<file path="config.mk">
export PLATFORM = sky130hd
export DESIGN_NAME = fetch_unit_flat
export DESIGN_NICKNAME = d
export VERILOG_FILES = /design/src/rtl/fetch_unit_pkg.sv /design/src/rtl/fetch_unit_if.sv /design/src/rtl/fetch_unit_sync_fifo.sv /design/src/rtl/fetch_unit.sv /design/src/flat_wrapper.sv
export SDC_FILE = /design/constraint.sdc
export NUM_CORES = 1
export LEC_CHECK = 0
export BUFFER_PORTS_ARGS = -buffer_cell sky130_fd_sc_hd__clkbuf_2
export CORE_ASPECT_RATIO = 1.1
export CORE_UTILIZATION = 30
export CTS_CLUSTER_DIAMETER = 200
export CTS_CLUSTER_SIZE = 8
export DETAILED_ROUTE_END_ITERATION = 10
export GPL_TIMING_DRIVEN = 0
export PLACE_DENSITY = 0.56
export SYNTH_ARGS = -nofsm -noshare
export SYNTH_HDL_FRONTEND = slang
export SYNTH_SLANG_ARGS = --single-unit
</file>
<file path="constraint.sdc">
create_clock -name clk -period 10.9 [get_ports clk]
set_input_delay 0.545 -clock clk [delete_from_list [all_inputs] [get_ports clk]]
set_output_delay 0.545 -clock clk [all_outputs]
set_load 0.01 [all_outputs]
</file>
<file path="src/rtl/fetch_unit_pkg.sv">
// Shared types and constants for the instruction-fetch stage.
// The optional misalignment trap is controlled by FETCH_MISALIGN_CHECK_EN.
package fetch_unit_pkg;

    localparam int XLEN    = 32;
    localparam int INSTR_W = 32;

    localparam logic [XLEN-1:0]    PC_INC    = 32'd4;
    localparam logic [INSTR_W-1:0] NOP_INSTR = 32'h0000_0013;

    typedef enum logic [1:0] {
        BOOT = 2'd0,
        RUN  = 2'd1,
        HALT = 2'd2
    } fetch_state_t;

    // One instruction-buffer entry; pc sits in the upper half.
    typedef struct packed {
        logic [XLEN-1:0]    pc;
        logic [INSTR_W-1:0] instr;
    } fetch_entry_t;

endpackage

</file>
<file path="src/rtl/fetch_unit_if.sv">
// Bundle of redirect, instruction-memory and decode-side signals of the fetch stage.
// master = fetch stage, slave = surrounding pipeline and memory.
interface fetch_unit_if;
    import fetch_unit_pkg::*;

    logic               redirect_valid;
    logic [XLEN-1:0]    redirect_target;
    logic               imem_req_valid;
    logic               imem_req_ready;
    logic [XLEN-1:0]    imem_req_addr;
    logic               imem_rsp_valid;
    logic [INSTR_W-1:0] imem_rsp_data;
    logic               id_valid;
    logic               id_ready;
    logic [INSTR_W-1:0] id_instr;
    logic [XLEN-1:0]    id_pc;
    logic               fetch_misalign;

    modport master (
        input  redirect_valid, redirect_target, imem_req_ready,
               imem_rsp_valid, imem_rsp_data, id_ready,
        output imem_req_valid, imem_req_addr, id_valid, id_instr,
               id_pc, fetch_misalign
    );

    modport slave (
        output redirect_valid, redirect_target, imem_req_ready,
               imem_rsp_valid, imem_rsp_data, id_ready,
        input  imem_req_valid, imem_req_addr, id_valid, id_instr,
               id_pc, fetch_misalign
    );

endinterface

</file>
<file path="src/rtl/fetch_unit_sync_fifo.sv">
// Show-ahead synchronous FIFO with flush; DEPTH must be a power of two.
// Flush wins over any same-cycle push or pop.
module fetch_unit_sync_fifo #(
    parameter  int WIDTH = 32,
    parameter  int DEPTH = 2,
    localparam int CW    = $clog2(DEPTH + 1),
    localparam int PW    = $clog2(DEPTH)
) (
    input  logic             clk,
    input  logic             rst_n,
    input  logic             flush,
    input  logic             push,
    input  logic [WIDTH-1:0] push_data,
    input  logic             pop,
    output logic [WIDTH-1:0] pop_data,
    output logic [CW-1:0]    count
);

    logic [WIDTH-1:0] mem [DEPTH];
    logic [PW-1:0]    wr_ptr_reg;
    logic [PW-1:0]    rd_ptr_reg;
    logic [CW-1:0]    count_reg;
    logic             push_ok;
    logic             pop_ok;

    assign push_ok = push && !flush && (count_reg != CW'(DEPTH));
    assign pop_ok  = pop  && !flush && (count_reg != '0);

    always_ff @(posedge clk) begin
        if (push_ok) begin
            mem[wr_ptr_reg] <= push_data;
        end
    end

    always_ff @(posedge clk or negedge rst_n) begin
        if (!rst_n) begin
            wr_ptr_reg <= '0;
            rd_ptr_reg <= '0;
            count_reg  <= '0;
        end else if (flush) begin
            wr_ptr_reg <= '0;
            rd_ptr_reg <= '0;
            count_reg  <= '0;
        end else begin
            if (push_ok) wr_ptr_reg <= wr_ptr_reg + PW'(1);
            if (pop_ok)  rd_ptr_reg <= rd_ptr_reg + PW'(1);
            count_reg <= count_reg + CW'(push_ok) - CW'(pop_ok);
        end
    end

    assign pop_data = mem[rd_ptr_reg];
    assign count    = count_reg;

endmodule

</file>
<file path="src/rtl/fetch_unit.sv">
// Instruction-fetch stage: owns the fetch PC, issues imem requests and buffers returns.
// Define FETCH_MISALIGN_CHECK_EN to trap misaligned redirect targets into HALT.
module fetch_unit
    import fetch_unit_pkg::*;
#(
    parameter logic [31:0] RESET_PC   = 32'h0000_0000,
    parameter int          FIFO_DEPTH = 2
) (
    input  logic          clk,
    input  logic          rst_n,
    fetch_unit_if.master  bus
);

    localparam int CW = $clog2(FIFO_DEPTH + 1);
    localparam int EW = $bits(fetch_entry_t);

    localparam logic [1:0] ST_BOOT = BOOT;
    localparam logic [1:0] ST_RUN  = RUN;
`ifdef FETCH_MISALIGN_CHECK_EN
    localparam logic [1:0] ST_HALT = HALT;
`endif

    logic [1:0]      state_reg, state_next;
    logic [XLEN-1:0] fetch_pc_reg, fetch_pc_next;
    logic [CW-1:0]   drop_cnt_reg, drop_cnt_next;
    logic [CW-1:0]   outstanding;
    logic [CW-1:0]   fifo_cnt;
    logic [CW-1:0]   live;
    logic [CW:0]     in_flight;
    logic            req_fire;
    logic            rsp_fire;
    logic            dropping;
    logic            id_fire;
    logic [XLEN-1:0] target_pc;
    logic [XLEN-1:0] rsp_pc;
    logic [EW-1:0]   head_bits;
    fetch_entry_t    head;

    // Live requests plus buffered entries must fit the buffer, so a response never finds it full.
    assign live      = outstanding - drop_cnt_reg;
    assign in_flight = {1'b0, live} + {1'b0, fifo_cnt};

    assign bus.imem_req_valid = (state_reg == ST_RUN) &&
                                (outstanding < CW'(FIFO_DEPTH)) &&
                                (in_flight < (CW+1)'(FIFO_DEPTH));
    assign bus.imem_req_addr  = fetch_pc_reg;

    assign req_fire = bus.imem_req_valid && bus.imem_req_ready;
    assign rsp_fire = bus.imem_rsp_valid;
    assign dropping = (drop_cnt_reg != '0);

`ifdef FETCH_MISALIGN_CHECK_EN
    logic misalign_reg, misalign_next;
    logic target_misaligned;

    assign target_pc          = bus.redirect_target;
    assign target_misaligned  = |bus.redirect_target[1:0];
    assign bus.fetch_misalign = misalign_reg;
`else
    logic unused_target_bits;

    assign target_pc          = {bus.redirect_target[XLEN-1:2], 2'b00};
    assign unused_target_bits = ^bus.redirect_target[1:0];
    assign bus.fetch_misalign = 1'b0;
`endif

    always_comb begin
        state_next = state_reg;
        if (state_reg == ST_BOOT) begin
            state_next = ST_RUN;
        end
`ifdef FETCH_MISALIGN_CHECK_EN
        misalign_next = misalign_reg;
        if (bus.redirect_valid) begin
            state_next    = target_misaligned ? ST_HALT : ST_RUN;
            misalign_next = target_misaligned;
        end
`endif
    end

    always_comb begin
        fetch_pc_next = fetch_pc_reg;
        drop_cnt_next = drop_cnt_reg;
        if (bus.redirect_valid) begin
            fetch_pc_next = target_pc;
            // Everything still in flight, including a request firing right now, is stale.
            drop_cnt_next = outstanding + CW'(req_fire) - CW'(rsp_fire);
        end else begin
            if (req_fire)             fetch_pc_next = fetch_pc_reg + PC_INC;
            if (rsp_fire && dropping) drop_cnt_next = drop_cnt_reg - CW'(1);
        end
    end

    always_ff @(posedge clk or negedge rst_n) begin
        if (!rst_n) begin
            state_reg    <= ST_BOOT;
            fetch_pc_reg <= RESET_PC;
            drop_cnt_reg <= '0;
`ifdef FETCH_MISALIGN_CHECK_EN
            misalign_reg <= 1'b0;
`endif
        end else begin
            state_reg    <= state_next;
            fetch_pc_reg <= fetch_pc_next;
            drop_cnt_reg <= drop_cnt_next;
`ifdef FETCH_MISALIGN_CHECK_EN
            misalign_reg <= misalign_next;
`endif
        end
    end

    // PC queue: its occupancy is the outstanding-request count; it is never flushed
    // because stale responses still have to pop their entries.
    fetch_unit_sync_fifo #(
        .WIDTH (XLEN),
        .DEPTH (FIFO_DEPTH)
    ) u_pc_queue (
        .clk       (clk),
        .rst_n     (rst_n),
        .flush     (1'b0),
        .push      (req_fire),
        .push_data (fetch_pc_reg),
        .pop       (rsp_fire),
        .pop_data  (rsp_pc),
        .count     (outstanding)
    );

    fetch_unit_sync_fifo #(
        .WIDTH (EW),
        .DEPTH (FIFO_DEPTH)
    ) u_instr_fifo (
        .clk       (clk),
        .rst_n     (rst_n),
        .flush     (bus.redirect_valid),
        .push      (rsp_fire && !dropping),
        .push_data ({rsp_pc, bus.imem_rsp_data}),
        .pop       (id_fire),
        .pop_data  (head_bits),
        .count     (fifo_cnt)
    );

    assign head         = fetch_entry_t'(head_bits);
    assign bus.id_valid = (fifo_cnt != '0) && !bus.redirect_valid;
    assign id_fire      = bus.id_valid && bus.id_ready;
    assign bus.id_pc    = head.pc;
    assign bus.id_instr = bus.id_valid ? head.instr : NOP_INSTR;

endmodule
</file>
<file path="src/flat_wrapper.sv">
// flat-port wrapper written by rule: the top's interface ports become plain ports
module fetch_unit_flat import fetch_unit_pkg::*;
#(
    parameter logic [31:0] RESET_PC   = 32'h0000_0000,
    parameter int          FIFO_DEPTH = 2
)
  (clk, rst_n, bus_redirect_valid, bus_redirect_target, bus_imem_req_ready, bus_imem_rsp_valid, bus_imem_rsp_data, bus_id_ready, bus_imem_req_valid, bus_imem_req_addr, bus_id_valid, bus_id_instr, bus_id_pc, bus_fetch_misalign);
  fetch_unit_if bus_i ();
  input  logic clk;
  input  logic rst_n;
  input wire logic [$bits(bus_i.redirect_valid)-1:0] bus_redirect_valid;
  input wire logic [$bits(bus_i.redirect_target)-1:0] bus_redirect_target;
  input wire logic [$bits(bus_i.imem_req_ready)-1:0] bus_imem_req_ready;
  input wire logic [$bits(bus_i.imem_rsp_valid)-1:0] bus_imem_rsp_valid;
  input wire logic [$bits(bus_i.imem_rsp_data)-1:0] bus_imem_rsp_data;
  input wire logic [$bits(bus_i.id_ready)-1:0] bus_id_ready;
  output wire logic [$bits(bus_i.imem_req_valid)-1:0] bus_imem_req_valid;
  output wire logic [$bits(bus_i.imem_req_addr)-1:0] bus_imem_req_addr;
  output wire logic [$bits(bus_i.id_valid)-1:0] bus_id_valid;
  output wire logic [$bits(bus_i.id_instr)-1:0] bus_id_instr;
  output wire logic [$bits(bus_i.id_pc)-1:0] bus_id_pc;
  output wire logic [$bits(bus_i.fetch_misalign)-1:0] bus_fetch_misalign;
  assign bus_i.redirect_valid = bus_redirect_valid;
  assign bus_i.redirect_target = bus_redirect_target;
  assign bus_i.imem_req_ready = bus_imem_req_ready;
  assign bus_i.imem_rsp_valid = bus_imem_rsp_valid;
  assign bus_i.imem_rsp_data = bus_imem_rsp_data;
  assign bus_i.id_ready = bus_id_ready;
  assign bus_imem_req_valid = bus_i.imem_req_valid;
  assign bus_imem_req_addr = bus_i.imem_req_addr;
  assign bus_id_valid = bus_i.id_valid;
  assign bus_id_instr = bus_i.id_instr;
  assign bus_id_pc = bus_i.id_pc;
  assign bus_fetch_misalign = bus_i.fetch_misalign;
  fetch_unit #(.RESET_PC(RESET_PC), .FIFO_DEPTH(FIFO_DEPTH)) u_core (.clk(clk), .rst_n(rst_n), .bus(bus_i));
endmodule
</file>
# [Word level (Yosys, flattened, before mapping)]
# Memory sizes are Yosys's and may differ from the RTL's.
# Index checks and enable logic that the tools add are counted.
[op_classes] n_reduce_logical=23 n_mux=14 magnitude_cmp=2 eq_ne=2 add_sub_neg=14
[op_table] op="32-bit two-way mux" count=3
[op_table] op="32-bit by 3-bit adder with 32-bit output (second input constant)" count=1
[op_table] op="2-bit nonzero test" count=7
[op_table] op="1-bit logical AND" count=13
[op_table] op="1-bit two-way mux" count=8
[op_table] op="2-bit by 1-bit adder with 2-bit output" count=3
[op_table] op="2-bit two-way mux" count=3
[op_table] op="2-bit by 1-bit subtractor with 2-bit output" count=3
[op_table] op="1-bit adder (second input constant)" count=4
[op_table] op="2-bit inequality test (second input constant)" count=2
[op_table] op="2-bit by 2-bit adder with 3-bit output" count=1
[op_table] op="3-bit by 2-bit < comparator with 1-bit output (second input constant)" count=1
[op_table] op="1-bit zero test" count=2
[op_table] op="2-bit zero test" count=1
[op_table] op="2-bit < comparator (second input constant)" count=1
[op_table] op="2-bit by 1-bit subtractor with 2-bit output (second input constant)" count=1
[op_table] op="2-bit subtractor" count=1
[word_totals] ramBits=192 wordCells=66 input_bits=70 memories=2 register_bits=43 out_inout_bits=99
[memory_table] name="u_core.u_instr_fifo.mem" words=2 width=64 rd=1 rd_ports_with_merged_regs=0 wr=1 line_no="fetch_unit_sync_fifo.sv:19" text="logic [WIDTH-1:0] mem [DEPTH];"
[memory_table] name="u_core.u_pc_queue.mem" words=2 width=32 rd=1 rd_ports_with_merged_regs=0 wr=1 line_no="fetch_unit_sync_fifo.sv:19"

# [Logic depth before layout (Yosys ltp)]
# Gate-level depths: netlist of the first run.
[logic_depth] word_depth=8 mapped_depth=16 depth_no_buf=15

# [Modules after synthesis]
# A second synthesis of the first run with hierarchy kept.
[hier_totals] cells_unflattened=635 hier_area_um2=10124.7
[by_module_without_submodules] module="fetch_unit_sync_fifo at u_core.u_instr_fifo" cells_per_inst=222 seq_area_each_um2=3943.8 area_per_inst_um2=5044.8 n_inst=1
[by_module_without_submodules] module="fetch_unit_sync_fifo at u_core.u_pc_queue" cells_per_inst=123 seq_area_each_um2=2021.9 area_per_inst_um2=2682.6 n_inst=1
[by_module_without_submodules] module="fetch_unit" cells_per_inst=290 seq_area_each_um2=825.8 area_per_inst_um2=2397.3 n_inst=1

# [Worst setup path after synthesis of the first run]
# OpenSTA, ideal clock, no wires.
[synth_timing] path_kind="input-to-reg" startpoint="in bus_redirect_valid" endpoint="mem u_core.u_instr_fifo.mem[0][0] (netlist bit) (enable)" arrival_time_ps=3537 path_buffers=1 t_required_ps=10418 slack_ps=6881 path_stages=4 setup_time_ps=482 path_cell_list="clkbuf_1 > inv_1 > nand2b_1 > nor2_1"
[synth_via] elab_chain_cells=5
[synth_rtl] item="from (decl)" line_no="flat_wrapper.sv:11" text="input wire logic [$bits(bus_i.redirect_valid)-1:0] bus_redirect_valid;"
[synth_rtl] item="1-bit zero test" line_no="fetch_unit_sync_fifo.sv:26" text="assign push_ok = push && !flush && (count_reg != CW'(DEPTH));"
[synth_rtl] item="1-bit logical AND (2 in series)" line_no="fetch_unit_sync_fifo.sv:26"
[synth_rtl] item="1-bit two-way mux" line_no="fetch_unit_sync_fifo.sv:30" text="if (push_ok) begin"
[synth_rtl] item="1-bit two-way mux (not written as such)" line_no="fetch_unit_sync_fifo.sv:31" text="mem[wr_ptr_reg] <= push_data;"
[synth_rtl] item="to (decl)" line_no="fetch_unit_sync_fifo.sv:19"
# No other way between the ends.

# [Worst setup path after layout of the first run]
[layout_timing] startpoint="reg u_core.u_pc_queue.count_reg[0] (netlist: u_core.u_pc_queue.count[0])" endpoint="reg u_core.drop_cnt_reg[1]"
[layout_via] elab_chain_cells=8 elab_cells_between_ends=10 classes_between="4 x add/sub; 2 x order compare; 1 x mux; 3 x reduce/logical"
[layout_rtl] item="from (decl)" line_no="fetch_unit_sync_fifo.sv:22" text="logic [CW-1:0] count_reg;"
[layout_rtl] item="from (signal assigned)" line_no="fetch_unit_sync_fifo.sv:47" text="count_reg <= count_reg + CW'(push_ok) - CW'(pop_ok);"
[layout_rtl] item="2-bit subtractor" line_no="fetch_unit.sv:40" text="assign live = outstanding - drop_cnt_reg;"
[layout_rtl] item="2-bit by 2-bit adder with 3-bit output" line_no="fetch_unit.sv:41" text="assign in_flight = {1'b0, live} + {1'b0, fifo_cnt};"
[layout_rtl] item="3-bit by 2-bit < comparator with 1-bit output" line_no="fetch_unit.sv:45" text="(in_flight < (CW+1)'(FIFO_DEPTH));"
[layout_rtl] item="1-bit logical AND" line_no="fetch_unit.sv:44" text="(outstanding < CW'(FIFO_DEPTH)) &&"
[layout_rtl] item="1-bit logical AND" line_no="fetch_unit.sv:48" text="assign req_fire = bus.imem_req_valid && bus.imem_req_ready;"
[layout_rtl] item="2-bit by 1-bit adder with 2-bit output (*)" line_no="fetch_unit.sv:87" text="drop_cnt_next = outstanding + CW'(req_fire) - CW'(rsp_fire);"
[layout_rtl] item="2-bit by 1-bit subtractor with 2-bit output (*)" line_no="fetch_unit.sv:87"
[layout_rtl] item="2-bit two-way mux (*)" line_no="fetch_unit.sv:84" text="if (bus.redirect_valid) begin"
[layout_rtl] item="to (signal assigned)" line_no="fetch_unit.sv:105" text="drop_cnt_reg <= drop_cnt_next;"
[layout_rtl] item="to (decl)" line_no="fetch_unit.sv:25" text="logic [CW-1:0] drop_cnt_reg, drop_cnt_next;"
# Mark *: on every way between the ends. The rest lies on a longest branch, timed or not.
# A chain may end at the register's enable or synchronous reset.

==> results of run 1 <==
==> worst max-delay path, delay by kind of cell, from the launching register on <==
family	cells	cell delay [ps]
AO/OA/AOI/OAI	1	80
buffers and inverters	4	700
adder cells (fa/ha/maj)	4	1260
AND/OR/NAND/NOR	3	600
flip-flops	1	390
XOR/XNOR	4	540
==> synth_stat cells, drive strengths merged <==
master | instances | area [um2]
or4 | 18 | 135
and3 | 5 | 31.3
inv | 17 | 63.8
nor2b | 2 | 12.5
edfxtp | 184 | 5530
o211ai | 5 | 37.5
nand2b | 3 | 18.8
or3b | 1 | 8.76
a22oi | 1 | 7.51
a21oi | 1 | 5.00
ha | 9 | 113
a311o | 2 | 20.0
nand3 | 19 | 100
or3 | 2 | 12.5
o21a | 1 | 7.51
nor4b | 1 | 8.76
clkbuf | 20 | 75.1
mux2i | 34 | 340
and4 | 3 | 26.3
nand2 | 30 | 113
or4b | 2 | 20.0
mux2 | 60 | 676
xnor2 | 10 | 87.6
dfrtp | 41 | 1030
nor2 | 51 | 191
o21ai | 14 | 70.1
conb | 2 | 7.51
nor4 | 1 | 6.26
o311ai | 1 | 8.76
a31oi | 13 | 81.3
and2 | 2 | 12.5
xor2 | 10 | 87.6
fa | 1 | 20.0
nand4 | 9 | 56.3
nand4b | 1 | 8.76
buf | 14 | 80.1
o31ai | 12 | 90.1
==> kinds of logic after synthesis <==
| logic type | after synthesis | share of synthesized area (%) |
|---|---|---|
| AND/OR/NAND/NOR | 150 | 8.29 |
| XOR/XNOR | 20 | 1.91 |
| multiplexers | 94 | 11.1 |
| adder cells (fa/ha/maj) | 10 | 1.44 |
| buffers and inverters | 51 | 2.38 |
| AO/OA/AOI/OAI | 50 | 3.57 |
| flip-flops | 225 | 71.3 |
| other | 2 | 0.0817 |
==> path summary, 6_finish.rpt <==
check	slack (ps)	end	from	cells past startpoint
worst max-delay path	7190	u_core.drop_cnt_reg[1]	u_core.u_pc_queue.count[0]	16
worst min-delay path	240	u_core.u_instr_fifo.mem[1][6]	bus_imem_rsp_data[6]	1
worst max register to register	7190	u_core.drop_cnt_reg[1]	u_core.u_pc_queue.count[0]	16
worst min register to register	550	u_core.u_pc_queue.wr_ptr_reg	u_core.u_pc_queue.wr_ptr_reg	1
max in group asynchronous	9960	u_core.u_instr_fifo.count[0]	rst_n	1
min in group asynchronous	270	u_core.bus.imem_req_addr[7]	rst_n	1
==> layout by cell type (no fill, tap or decap), types with 6 or more instances in the layout <==
cell                        netlist  layout
sky130_fd_sc_hd__xor2_1          10      10
sky130_fd_sc_hd__nor2_1          51      48
sky130_fd_sc_hd__clkbuf_1        20      34
sky130_fd_sc_hd__o21ai_0         14      14
sky130_fd_sc_hd__mux2i_1         34      34
sky130_fd_sc_hd__o31ai_1         12      12
sky130_fd_sc_hd__nand4_1          9       9
sky130_fd_sc_hd__dfrtp_1         41      41
sky130_fd_sc_hd__inv_1           17      17
sky130_fd_sc_hd__clkbuf_16        0      35
sky130_fd_sc_hd__nand3_1         18      18
sky130_fd_sc_hd__or4_1           18      18
sky130_fd_sc_hd__a31oi_1         13      13
sky130_fd_sc_hd__edfxtp_1       184     184
sky130_fd_sc_hd__ha_1             9       9
sky130_fd_sc_hd__xnor2_1         10      10
sky130_fd_sc_hd__buf_1            7       7
sky130_fd_sc_hd__nand2_1         30      30
sky130_fd_sc_hd__mux2_2          60      60
sky130_fd_sc_hd__conb_1           2       6
sky130_fd_sc_hd__clkbuf_2         0     160
==> metal layers <==
metal / GRT usage (%) / wire length, um / vias to the layer above
met5: 0 / 0 / -
met4: 6.25 / 664 / 0
met3: 3.55 / 1330 / 43
met2: 22.5 / 10300 / 161
met1: 16.5 / 9090 / 2689
li1: - / - / 2669
==> through the flow <==
stage / instance area, um2 / worst slack [ps]
after floorplan: 9210 / 6880
after global placement: 10500 / 4620
after detailed placement: 10700 / 7190
after CTS: 11700 / 7180
after global routing: 11700 / 6960
final: 11700 / 7190
==> power by group through the flow <==
| stage | Combinational, uW | Clock [uW] | Sequential [uW] |
|---|---|---|---|
| after detailed placement | 516 | 0 | 1130 |
| after CTS | 520 | 969 | 1120 |
| after global routing | 556 | 1000 | 1120 |
| after global placement | 489 | 0 | 1130 |
| after floorplan | 320 | 0 | 1120 |
| final | 505 | 942 | 1120 |
==> cell type report <==
| cell class | instances | area share [%] |
|---|---|---|
| Inverter | 17 | 0.546 |
| Tap cell | 408 | 4.37 |
| Clock buffer | 49 | 7.95 |
| Clock inverter | 3 | 0.321 |
| Sequential cell | 225 | 56.1 |
| Timing Repair Buffer | 167 | 8.37 |
| Buffer | 34 | 1.33 |
| Multi-Input combinational cell | 330 | 21.1 |
==> summary.txt, run 1 <==
RUN STATUS
--------------------------------------------------------------------------
Outcome ..................................................... complete, no violations

LAYOUT
--------------------------------------------------------------------------
Layout net count ............................................          889
Layout overhead on the synthesized area .....................        27.1%
Filler Cell Count ...........................................         2790
Number of flip-flops under the largest register name ........          124
Register containing the most flip-flops in the final layout . u_core.u_instr_fifo.mem
Fraction of layout cells with a size suffix above 1 .........        33.8%
Area of all sequential standard cells .......................     6550 um2
Non-Filler Instances ........................................         1233
Footprint of the multi-input gates ..........................     2460 um2
Core Util, Final ............................................        39.2%
Final antenna diode count ...................................            0

DETAILED ROUTING
--------------------------------------------------------------------------
Initial DRT Pass Iterations .................................            5
Number of design rule violations left after detail routing ..            0
Number of DRC violations after detailed-routing iteration 0 .          351
Number of vias per cell .....................................         4.51
Avg WL per Cell .............................................      17.3 um
Number of nets with antenna violations after routing ........            0
Total detailed-routing wirelength ...........................      21.4 mm
Routed via count ............................................         5562

CLOCKING
--------------------------------------------------------------------------
Clock Latency Late Sink .....................................       500 ps
Quantity of gates resized following cts .....................            0
Quantity of hold-fixing buffers added after cts .............            0
Clk pin slew, worst setup/hold paths ........................        50 ps
Count of H-tree levels built during CTS .....................            2
TritonCTS Buffers ...........................................           34
Largest buffer count on any clock path ......................            3
Number of buffers inserted to repair setup after CTS ........            0
TritonCTS clock tree ........................................        built
TritonCTS sink count ........................................          225
Root Buffer Master .......................................... sky130_fd_sc_hd__clkbuf_16

TIMING
--------------------------------------------------------------------------
Fin crit period .............................................      3710 ps
Least-Margin Pin Slew .......................................      1120 ps
Unrepaired setup endpoints after global routing .............        false
Crit share post-route .......................................        34.0%
Hold Slack ..................................................       242 ps
Setup clock skew after layout ...............................      16.3 ps
Fmax ........................................................      270 MHz
Max-slew violation total from the final report ..............            0
Worst slew slack as a fraction of its limit .................        25.4%
Number of failing hold endpoints at the final stage .........            0
Total Negative Setup Slacks .................................         0 ps
Total setup violations reported at the end of the flow ......            0

POWER
--------------------------------------------------------------------------
Combinational cell fraction of total power ..................        19.7%
Net Sw Frac .................................................        27.1%
Total leakage power .........................................   0.00429 uW
VDD IR-drop max .............................................  0.0000896 V
Power per cell area .........................................   219 nW/um2
Clk pwr share ...............................................        36.8%
Part of the power in registers ..............................        43.5%
Switching power summed over all nets ........................       693 uW
Total power consumption of the routed design ................      2560 uW
Cell Int Power ..............................................      1870 uW

GLOBAL ROUTING
--------------------------------------------------------------------------
Vias in the first global route ..............................         5482
Global route total overflow .................................            0
First-pass GRT wire length ..................................      31.9 mm
Aggregate global-route resource usage .......................        13.6%
Pin count of the biggest net entering global routing ........           42
Antenna violations before repair ............................            0

JOB
--------------------------------------------------------------------------
Max-capacitance violation count .............................            0

CRITICAL PATH
--------------------------------------------------------------------------
Kind of start point of the critical path ....................         flop
Worst path required time ....................................     11250 ps
Classification of the worst setup path ......................   reg -> reg
Delay of the slowest cell on the worst path .................       510 ps
CP Cell Sequence ............................................ inv_1 -> ha_1 -> xor2_1 -> xnor2_1 -> fa_1 -> nand4b_1 -> inv_1 -> clkbuf_1 -> nand2_1 -> ha_1 -> inv_1 -> ha_1 -> xnor2_1 -> xnor2_1 -> nand2_1 -> o21ai_0
Crit-path max FO ............................................           10
Data arrival, critical path .................................      4060 ps
Setup crit end kind .........................................         flop
Worst path slowest cell ..................................... sky130_fd_sc_hd__fa_1

FLOORPLANNING
--------------------------------------------------------------------------
Floorplan die area ..........................................    31300 um2
Std-Cell Core Area ..........................................    29800 um2
Number of standard-cell rows in the floorplan ...............           66
Top-level port count ........................................          169
Vertical die dimension ......................................       186 um
Initial Utilization .........................................        30.8%
X dimension of the die ......................................       169 um

LOGIC SYNTHESIS
--------------------------------------------------------------------------
Gate count of the mapped netlist ............................          602
Warning count from the yosys run ............................            0
Sequential share of the synthesized area ....................        71.3%
Post-synth cell types .......................................           42
Syn Std Cell Area ...........................................     9190 um2
Flops & latches, synth ......................................          225
Synthesized area per cell ...................................     15.3 um2

PLACE
--------------------------------------------------------------------------
Count of placed standard cells including taps ...............         1181
Hpwl dp .....................................................      15.1 mm
Number of buffers inserted by port buffering ................          160
GPL Wtd Cong ................................................        0.775

MIN PATH
--------------------------------------------------------------------------
Hold Crit Class .............................................    in -> reg

Note: power is estimated with default switching activity, not from simulation.
==> run 2, diff against run 1 <==
Settings changed: PLACE_DENSITY 0.56 to 0.58.
Clock period 10.9 ns to 3.1 ns, I/O delays scaled along.
==> summary.txt, run 2 (same netlist as run 1, synthesis figures left out) <==
CRITICAL PATH
------------------------------------------------------------------------------------
Dominant delay contributor by cell family on the critical path ........ simple AND/OR/NAND/NOR gates
Worst path required time ..............................................      3520 ps
R2r endpoint .......................................................... u_core.bus.imem_req_addr[28]
Kind of start point of the critical path ..............................         flop
Data arrival, critical path ...........................................      3380 ps
Delay of the slowest cell on the worst path ...........................       510 ps
Classification of the worst setup path ................................   reg -> reg
Setup slack, reg-to-reg ...............................................       140 ps
Beginning of the critical path ........................................ u_core.u_pc_queue.count[0]
Worst path depth ......................................................           12
Setup crit end kind ...................................................         flop
Depth of the most critical reg-to-reg path ............................           12
CP Capture Point ...................................................... u_core.bus.imem_req_addr[28]
Count of buffering cells on the critical path with inverters included .            4
CP Cell Sequence ...................................................... inv_1 -> ha_2 -> xor2_2 -> xnor2_2 -> fa_1 -> nand4b_1 -> inv_2 -> buf_4 -> nand4_1 -> clkbuf_1 -> or4_1 -> a31oi_1
Crit-path max FO ......................................................           10
Worst reg2reg path startpoint ......................................... u_core.u_pc_queue.count[0]
Worst path slowest cell ............................................... sky130_fd_sc_hd__fa_1

LAYOUT
------------------------------------------------------------------------------------
Register containing the most flip-flops in the final layout ........... u_core.u_instr_fifo.mem
Layout overhead on the synthesized area ...............................        34.7%
Final antenna diode count .............................................            0
Most common library cell in the layout ignoring fill and taps ......... sky130_fd_sc_hd__edfxtp_1
Layout net count ......................................................          958
Layout Cell Area excl Fill ............................................    12400 um2
Number of flip-flops under the largest register name ..................          124
Area of all sequential standard cells .................................     6550 um2
Footprint of the multi-input gates ....................................     2530 um2
Filler Cell Count .....................................................         2744
Leading cell types in the layout, fill and taps excluded .............. sky130_fd_sc_hd__edfxtp_1, sky130_fd_sc_hd__clkbuf_2, sky130_fd_sc_hd__dlygate4sd3_1
Non-Filler Instances ..................................................         1302
Fraction of layout cells with a size suffix above 1 ...................        32.8%

PLACE
------------------------------------------------------------------------------------
Total cell area at the placement stage ................................    10600 um2
Setup slack after placement ...........................................      -566 ps
GPL Wtd Cong ..........................................................        0.752
Count of placed standard cells including taps .........................         1178
Number of buffers inserted by port buffering ..........................          160
Hpwl dp ...............................................................      14.6 mm

GLOBAL ROUTING
------------------------------------------------------------------------------------
First-pass GRT wire length ............................................      33.0 mm
Vias in the first global route ........................................         5998
Antenna violations before repair ......................................            0
Global route total overflow ...........................................            0
Aggregate global-route resource usage .................................        14.0%
Pin count of the biggest net entering global routing ..................           42

CLOCKING
------------------------------------------------------------------------------------
Count of H-tree levels built during CTS ...............................            2
Largest buffer count on any clock path ................................            3
Clock Latency Late Sink ...............................................       500 ps
TritonCTS clock tree ..................................................        built
TritonCTS sink count ..................................................          225
TritonCTS Buffers .....................................................           34
Clk pin slew, worst setup/hold paths ..................................        50 ps
Root Buffer Master .................................................... sky130_fd_sc_hd__clkbuf_16

FLOORPLANNING
------------------------------------------------------------------------------------
X dimension of the die ................................................       169 um
Initial Utilization ...................................................        30.8%
Number of standard-cell rows in the floorplan .........................           66
Floorplan die area ....................................................    31300 um2
Std-Cell Core Area ....................................................    29800 um2
Vertical die dimension ................................................       186 um
Top-level port count ..................................................          169

TIMING
------------------------------------------------------------------------------------
Final WS setup ........................................................       138 ps
Crit share post-route .................................................        95.6%
Number of failing hold endpoints at the final stage ...................            0
Fin crit period .......................................................      2960 ps
Setup clock skew after layout .........................................      21.1 ps
Total setup violations reported at the end of the flow ................            0
Fmax ..................................................................      338 MHz
Unrepaired setup endpoints after global routing .......................         true
Least-Margin Pin Slew .................................................      1110 ps
Worst slew slack as a fraction of its limit ...........................        25.7%
Max-slew violation total from the final report ........................            0

POWER
------------------------------------------------------------------------------------
Total leakage power ...................................................   0.00457 uW
Net Sw Frac ...........................................................        27.2%
Total power consumption of the routed design ..........................      9240 uW
Switching power summed over all nets ..................................      2510 uW
Cell Int Power ........................................................      6720 uW
Clk pwr share .........................................................        35.8%
Power per cell area ...................................................   746 nW/um2
Part of the power in registers ........................................        42.5%
VDD IR-drop max .......................................................   0.000290 V
Combinational cell fraction of total power ............................        21.6%

JOB
------------------------------------------------------------------------------------
Max-capacitance violation count .......................................            0

DETAILED ROUTING
------------------------------------------------------------------------------------
Number of nets with antenna violations after routing ..................            0
Routed via count ......................................................         5898
Total detailed-routing wirelength .....................................      22.0 mm
Number of DRC violations after detailed-routing iteration 0 ...........          308
Number of vias per cell ...............................................         4.53
Number of design rule violations left after detail routing ............            0
Avg WL per Cell .......................................................      16.9 um
Initial DRT Pass Iterations ...........................................            5

RUN STATUS
------------------------------------------------------------------------------------
Outcome ............................................................... complete, no violations

MIN PATH
------------------------------------------------------------------------------------
Hold Crit Class .......................................................    in -> reg
Hold path startpoint .................................................. bus_imem_req_ready

## run 2: changes by cell type in the layout (fill, tap and decap cells not counted), sizes merged
cell         previous run  this run
clkbuf                229       228
dlygate4sd3             0        63
nor2                   51        52
buf                    21        27
## run 2: tightest hold or removal path, delay by kind of cell
kind	cells	cell delay [ps]
buf+inv	1	170
simple gates	1	140
xor+xnor	1	70
## run 2: power by group through the flow
| stage | logic (uW) | registers [uW] | clock network (uW) |
|---|---|---|---|
| detailed placement | 1770 | 3980 | 0 |
| finish | 2000 | 3930 | 3310 |
| CTS | 1930 | 3920 | 3380 |
| global route | 2190 | 3960 | 3520 |
| floorplan | 1130 | 3950 | 0 |
| global placement | 1720 | 3990 | 0 |
## run 2: repair_timing
item | in CTS | in global routing
pin swaps | 2 | 2
gates cloned | 1 | 0
hold endpoints to repair | 135 | 0
resized for setup | 7 | 10
hold buffers | 63 | 0
setup endpoints to repair | 64 | 12
buffers inserted | 3 | 5
## run 2: layout make-up
cell class	count	share of cell area [%]
flip-flops and latches	225	52.9
multi-input cells	331	20.4
repair buffers	235	12.8
clock buffers	49	7.50
well taps	408	4.12
plain buffers	34	1.38
inverters	17	0.516
clock inverters	3	0.303
## run 2: per-stage QoR
stage	utilization [%]	TNS (ps)	hold slack, ps
finish	41.5	0	74.0
global route	41.5	-28.3	77.2
CTS	41.2	0	59.3
detailed placement	35.6	-24440	348
global placement	35.3	-408430	345
floorplan	-	-108490	-141
## run 2: layer usage
| layer | vias to the layer above | share of wire, % | wire (um) | global-route usage [%] |
|---|---|---|---|---|
| met4 | 0 | 3.4 | 750 | 6.47 |
| li1 | 2815 | - | - | - |
| met5 | - | 0 | 0 | 0 |
| met3 | 53 | 5.5 | 1200 | 3.17 |
| met2 | 178 | 49 | 10700 | 23.7 |
| met1 | 2852 | 42 | 9280 | 16.9 |
## run 2: worst min path at each step
stage / endpoint / slack (ps) / cells past startpoint
2_1_floorplan: u_core.bus.imem_req_addr[10] / -140 / 0
3_3_place_gp: u_core.u_instr_fifo.mem[0][5] / 340 / 1
3_5_place_dp: u_core.u_instr_fifo.mem[1][5] / 350 / 1
4_1_cts: u_core.u_pc_queue.wr_ptr_reg / 60 / 3
5_1_grt: u_core.u_pc_queue.wr_ptr_reg / 80 / 3
6_report: u_core.u_pc_queue.wr_ptr_reg / 70 / 3
